[src/rtl/broadcast_fork_pkg.sv]
// Shared defaults for the broadcast fork slice.
package broadcast_fork_pkg;

    localparam int unsigned DefaultNumElem   = 4;
    localparam int unsigned DefaultDataWidth = 64;

endpackage

[src/rtl/and_reduction.sv]
// Bitwise AND across NUM_ELEM packed elements of ELEM_WIDTH bits each.
module and_reduction #(
    parameter int unsigned NUM_ELEM   = 4,
    parameter int unsigned ELEM_WIDTH = 1
) (
    input  logic [NUM_ELEM*ELEM_WIDTH-1:0] data_i,
    output logic [ELEM_WIDTH-1:0]          data_o
);

    always_comb begin
        data_o = '1;
        for (int unsigned i = 0; i < NUM_ELEM; i++) begin
            data_o &= data_i[i*ELEM_WIDTH +: ELEM_WIDTH];
        end
    end

endmodule

[src/rtl/broadcast_fork.sv]
// Single-entry registered broadcast: one upstream word is held until every
// consumer has taken it exactly once.
module broadcast_fork
    import broadcast_fork_pkg::*;
#(
    parameter int unsigned NUM_ELEM   = DefaultNumElem,
    parameter int unsigned DATA_WIDTH = DefaultDataWidth
) (
    input  logic                  clk_i,
    input  logic                  rst_i,
    input  logic                  flush_i,
    input  logic [DATA_WIDTH-1:0] data_i,
    input  logic                  data_valid_i,
    output logic                  data_ready_o,
    output logic [DATA_WIDTH-1:0] data_o,
    output logic [NUM_ELEM-1:0]   data_valid_o,
    input  logic [NUM_ELEM-1:0]   data_ready_i
);

    logic                  full_q;
    logic [DATA_WIDTH-1:0] data_q;
    logic [NUM_ELEM-1:0]   pending_q;
    logic [NUM_ELEM-1:0]   done;
    logic                  all_done;
    logic                  in_hs;

    and_reduction #(
        .NUM_ELEM   (NUM_ELEM),
        .ELEM_WIDTH (1)
    ) u_all_done (
        .data_i (done),
        .data_o (all_done)
    );

    // Ready depends on consumer readies so a retiring entry can be replaced without a bubble.
    always_comb begin
        done         = ~pending_q | data_ready_i;
        data_valid_o = {NUM_ELEM{full_q}} & pending_q;
        data_ready_o = ~flush_i & (~full_q | all_done);
        in_hs        = data_valid_i & data_ready_o;
        data_o       = data_q;
    end

    always_ff @(posedge clk_i) begin
        if (rst_i || flush_i) begin
            full_q    <= 1'b0;
            pending_q <= '0;
        end else if (in_hs) begin
            full_q    <= 1'b1;
            data_q    <= data_i;
            pending_q <= '1;
        end else if (full_q && all_done) begin
            full_q    <= 1'b0;
            pending_q <= '0;
        end else if (full_q) begin
            pending_q <= pending_q & ~data_ready_i;
        end
    end

endmodule
[config.mk]
export PLATFORM = sky130hd
export DESIGN_NAME = broadcast_fork
export DESIGN_NICKNAME = d
export VERILOG_FILES = /design/src/rtl/broadcast_fork_pkg.sv /design/src/rtl/and_reduction.sv /design/src/rtl/broadcast_fork.sv
export SDC_FILE = /design/constraint.sdc
export NUM_CORES = 1
export LEC_CHECK = 0
export ABC_AREA = 1
export CORE_MARGIN = 5
export CORE_UTILIZATION = 38
export CTS_CLUSTER_SIZE = 8
export DETAILED_ROUTE_END_ITERATION = 10
export GPL_ROUTABILITY_DRIVEN = 0
export PLACE_DENSITY = 0.84
export SETUP_SLACK_MARGIN = 0.4
export SYNTH_ARGS = -nofsm -noshare
export SYNTH_HDL_FRONTEND = slang
export SYNTH_SLANG_ARGS = --single-unit
[constraint.sdc]
create_clock -name clk_i -period 10.2 [get_ports clk_i]
set_input_delay 2.04 -clock clk_i [delete_from_list [all_inputs] [get_ports clk_i]]
set_output_delay 2.04 -clock clk_i [all_outputs]
set_load 0.03 [all_outputs]
==> impl_metrics.ini <==
[route]
drt-total-wl_um = 5410
drt_iter0_markers = 81
route.detailed.wl_per_inst_um = 16.3
dr_wl_met2_um = 2840
dr.pass1.iters = 4
via_per_inst = 4.41
ant_nets = 0
met3WireLength_um = 626
routed.top_layer = met4
met1_length_um = 1770
drc = 0
dr_total_vias = 1467

[setup_path]
critPathCapture = data_ready_o
cp_data_required_time_ps = 8160
cp-end-kind = output pin
rrSetupSlack_ps = 7830
crit_arrival_ps = 3690
cp-start-kind = primary input
crit_path_max_incr_delay_ps = 680
crit_buf_inv = 4
worstRegToRegCells = 6
path_max_fanout = 3
critPathLaunch = data_ready_i[1]
worstPathCellList = clkdlybuf4s50_1 -> inv_1 -> nand2_1 -> nand2_1 -> o21ai_2 -> inv_1 -> nor2_1 -> clkdlybuf4s50_1
r2r_end = data_o[41]
r2r-start = pending_q[0]
crit_type = in2out
slowest_stage = clkdlybuf4s50_1
cp.depth = 8
critPathTopFamily = buffers and inverters

[finish]
stdcell_count = 333
drive_gt1_share_pct = 7.66
syn_to_final_growth_pct = 78.5
layout.nets = 328
seqCellArea_um2 = 2020
nFillCells = 380
multi_input_area_um2 = 125
diodes = 0

[timing]
timing.final.crit_share_pct = 56.2
fin_crit_ps = 5730
hold_slack_ps = 525
drv_slew = 0
slew-limit-headroom_pct = 49.7
rsz0062_at_grt = false
fmax_mhz = 175
final-setup-viol-count = 0
final_hold_viol_count = 0
clock-skew-final_ps = 6.71
worstMarginPinSlew_ps = 753
setup_tns_ps = 0

[logic_synthesis]
synth_compound_area_share_pct = 2.47
yosysWarnings = 0
synth-simple-area-share_pct = 2.93
synthXorXnorAreaFrac_pct = 0
avgSynthCellArea_um2 = 21.0
ys_seq_area_share_pct = 92.7
synth_edf_count = 64
synth.most_common_cell = edfxtp_1
syn_area_um2 = 2180
synth_top_family_by_area = simple AND/OR/NAND/NOR gates
synth_adder_area_share_pct = 0
synthFlopType = edfxtp_1
yosysUniqueCellTypes = 12
async_flop_share_pct = 0
synth_common_cells = 64 x edfxtp_1, 10 x inv_1, 9 x nand2_1, 5 x a21oi_1, 5 x dfxtp_1
yosys-top-cells-area = edfxtp_1 88%, dfxtp_1 4.6%, inv_1 1.7%
synth_top_cell_by_area = edfxtp_1
syn-num-nets = 176
synth_top_area_share_pct = 88.1
ys_ff_latch = 69
synthCells = 104
muxShareOfSynthArea_pct = 0

[die]
die_x_um = 85.8
row_count = 27
die_h_um = 85.8
core_area_um2 = 5540
ios = 141
start_util_pct = 39.4
die_area_um2 = 7350

[clock_network]
clk_pin_slew_ps = 60
clockRootBuffer = clkbuf_8
htree_levels = 3
cts_tree = built
cts_resized = 0
cts.sinks = 69
holdBufCountCts = 0
clk_latency_ps = 330
cts_made_buffers = 9
clk_path_buf_depth = 2
post-cts-setup-buffers = 0

[grt]
grt_pass1_vias = 1676
grt_max_degree = 39
grt.total_usage_pct = 15.5
grt_antenna_before_repair = 0
grt_pass1_wl_um = 8270
globalRouteOverflowTotal = 0

[power_and_ir_drop]
leakage_nw = 1.40
p_per_area_nw_per_um2 = 156
peakVddDrop_uv = 93.1

[min_path]
min_path_cells = 2
hp-class = reg2reg

[place]
dp_hpwl_um = 4230
dp.cells = 317
port_buffers = 140

[job]
cap_viol_max_count = 0

[status]
outcome = finished clean
## logic make-up after synthesis
kind of cell	Yosys count
buf+inv	11
simple gates	14
flops	69
compound gates	10
## state kept, by name (all words and copies together), names as in the netlist
signal and flops:
pending_q 4, data_o 64, full_q 1
## placed cells by master (no fill, tap or decap), drive strengths merged
master,synthesis,layout
inv,11,11
a21oi,5,5
edfxtp,64,64
nand2,10,10
clkbuf,0,15
or2,1,1
dfxtp,5,5
o21ai,5,5
bufinv,0,1
nor2,2,2
nand3,1,1
buf,0,1
clkdlybuf4s50,0,140
## power by group
| part | internal (mW) | leakage, nW | switching, mW |
|---|---|---|---|
| Combinational | 0.0360 | 0.666 | 0.0270 |
| Sequential | 0.319 | 0.628 | 0.00269 |
| Clock | 0.133 | 0.104 | 0.0893 |
## worst min path at each step
stage	startpoint	endpoint	slack, ps
after global routing	pending_q[1]	pending_q[1]	540
final	pending_q[1]	pending_q[1]	530
after CTS	pending_q[1]	pending_q[1]	520
after global placement	pending_q[1]	pending_q[1]	510
after detailed placement	pending_q[1]	pending_q[1]	500
after floorplan	pending_q[0]	pending_q[0]	470
## final cells by class
cell class,instances,area share (%)
well taps,72,2.31
flip-flops and latches,69,51.9
clock buffers,15,4.53
multi-input cells,24,3.21
inverters,11,1.06
repair buffers,141,36.2
clock inverters,1,0.771
## stage by stage
| stage | cell area, µm² | power [mW] | utilization [%] | worst slack, ps |
|---|---|---|---|---|
| 2_1_floorplan | 2180 | 0.348 | - | 4540 |
| 3_3_place_gp | 3690 | 0.389 | 66.6 | 4500 |
| 3_5_place_dp | 3690 | 0.391 | 66.6 | 4480 |
| 4_1_cts | 3890 | 0.615 | 70.3 | 4460 |
| 5_1_grt | 3890 | 0.633 | 70.3 | 4330 |
| 6_report | 3890 | 0.607 | 70.3 | 4470 |
## worst min-delay path, delay by kind of cell (launching register included)
kind,cells,cell delay [ps]
AO/OA/AOI/OAI,2,140
flip-flops,1,330
## per-layer routing
metal | up-vias | GRT usage [%]
met2 | 94 | 27.9
met5 | - | 0
met1 | 669 | 13.6
met4 | 0 | 9.78
li1 | 686 | -
met3 | 18 | 7.59
Power figures use the tool's default switching activity.
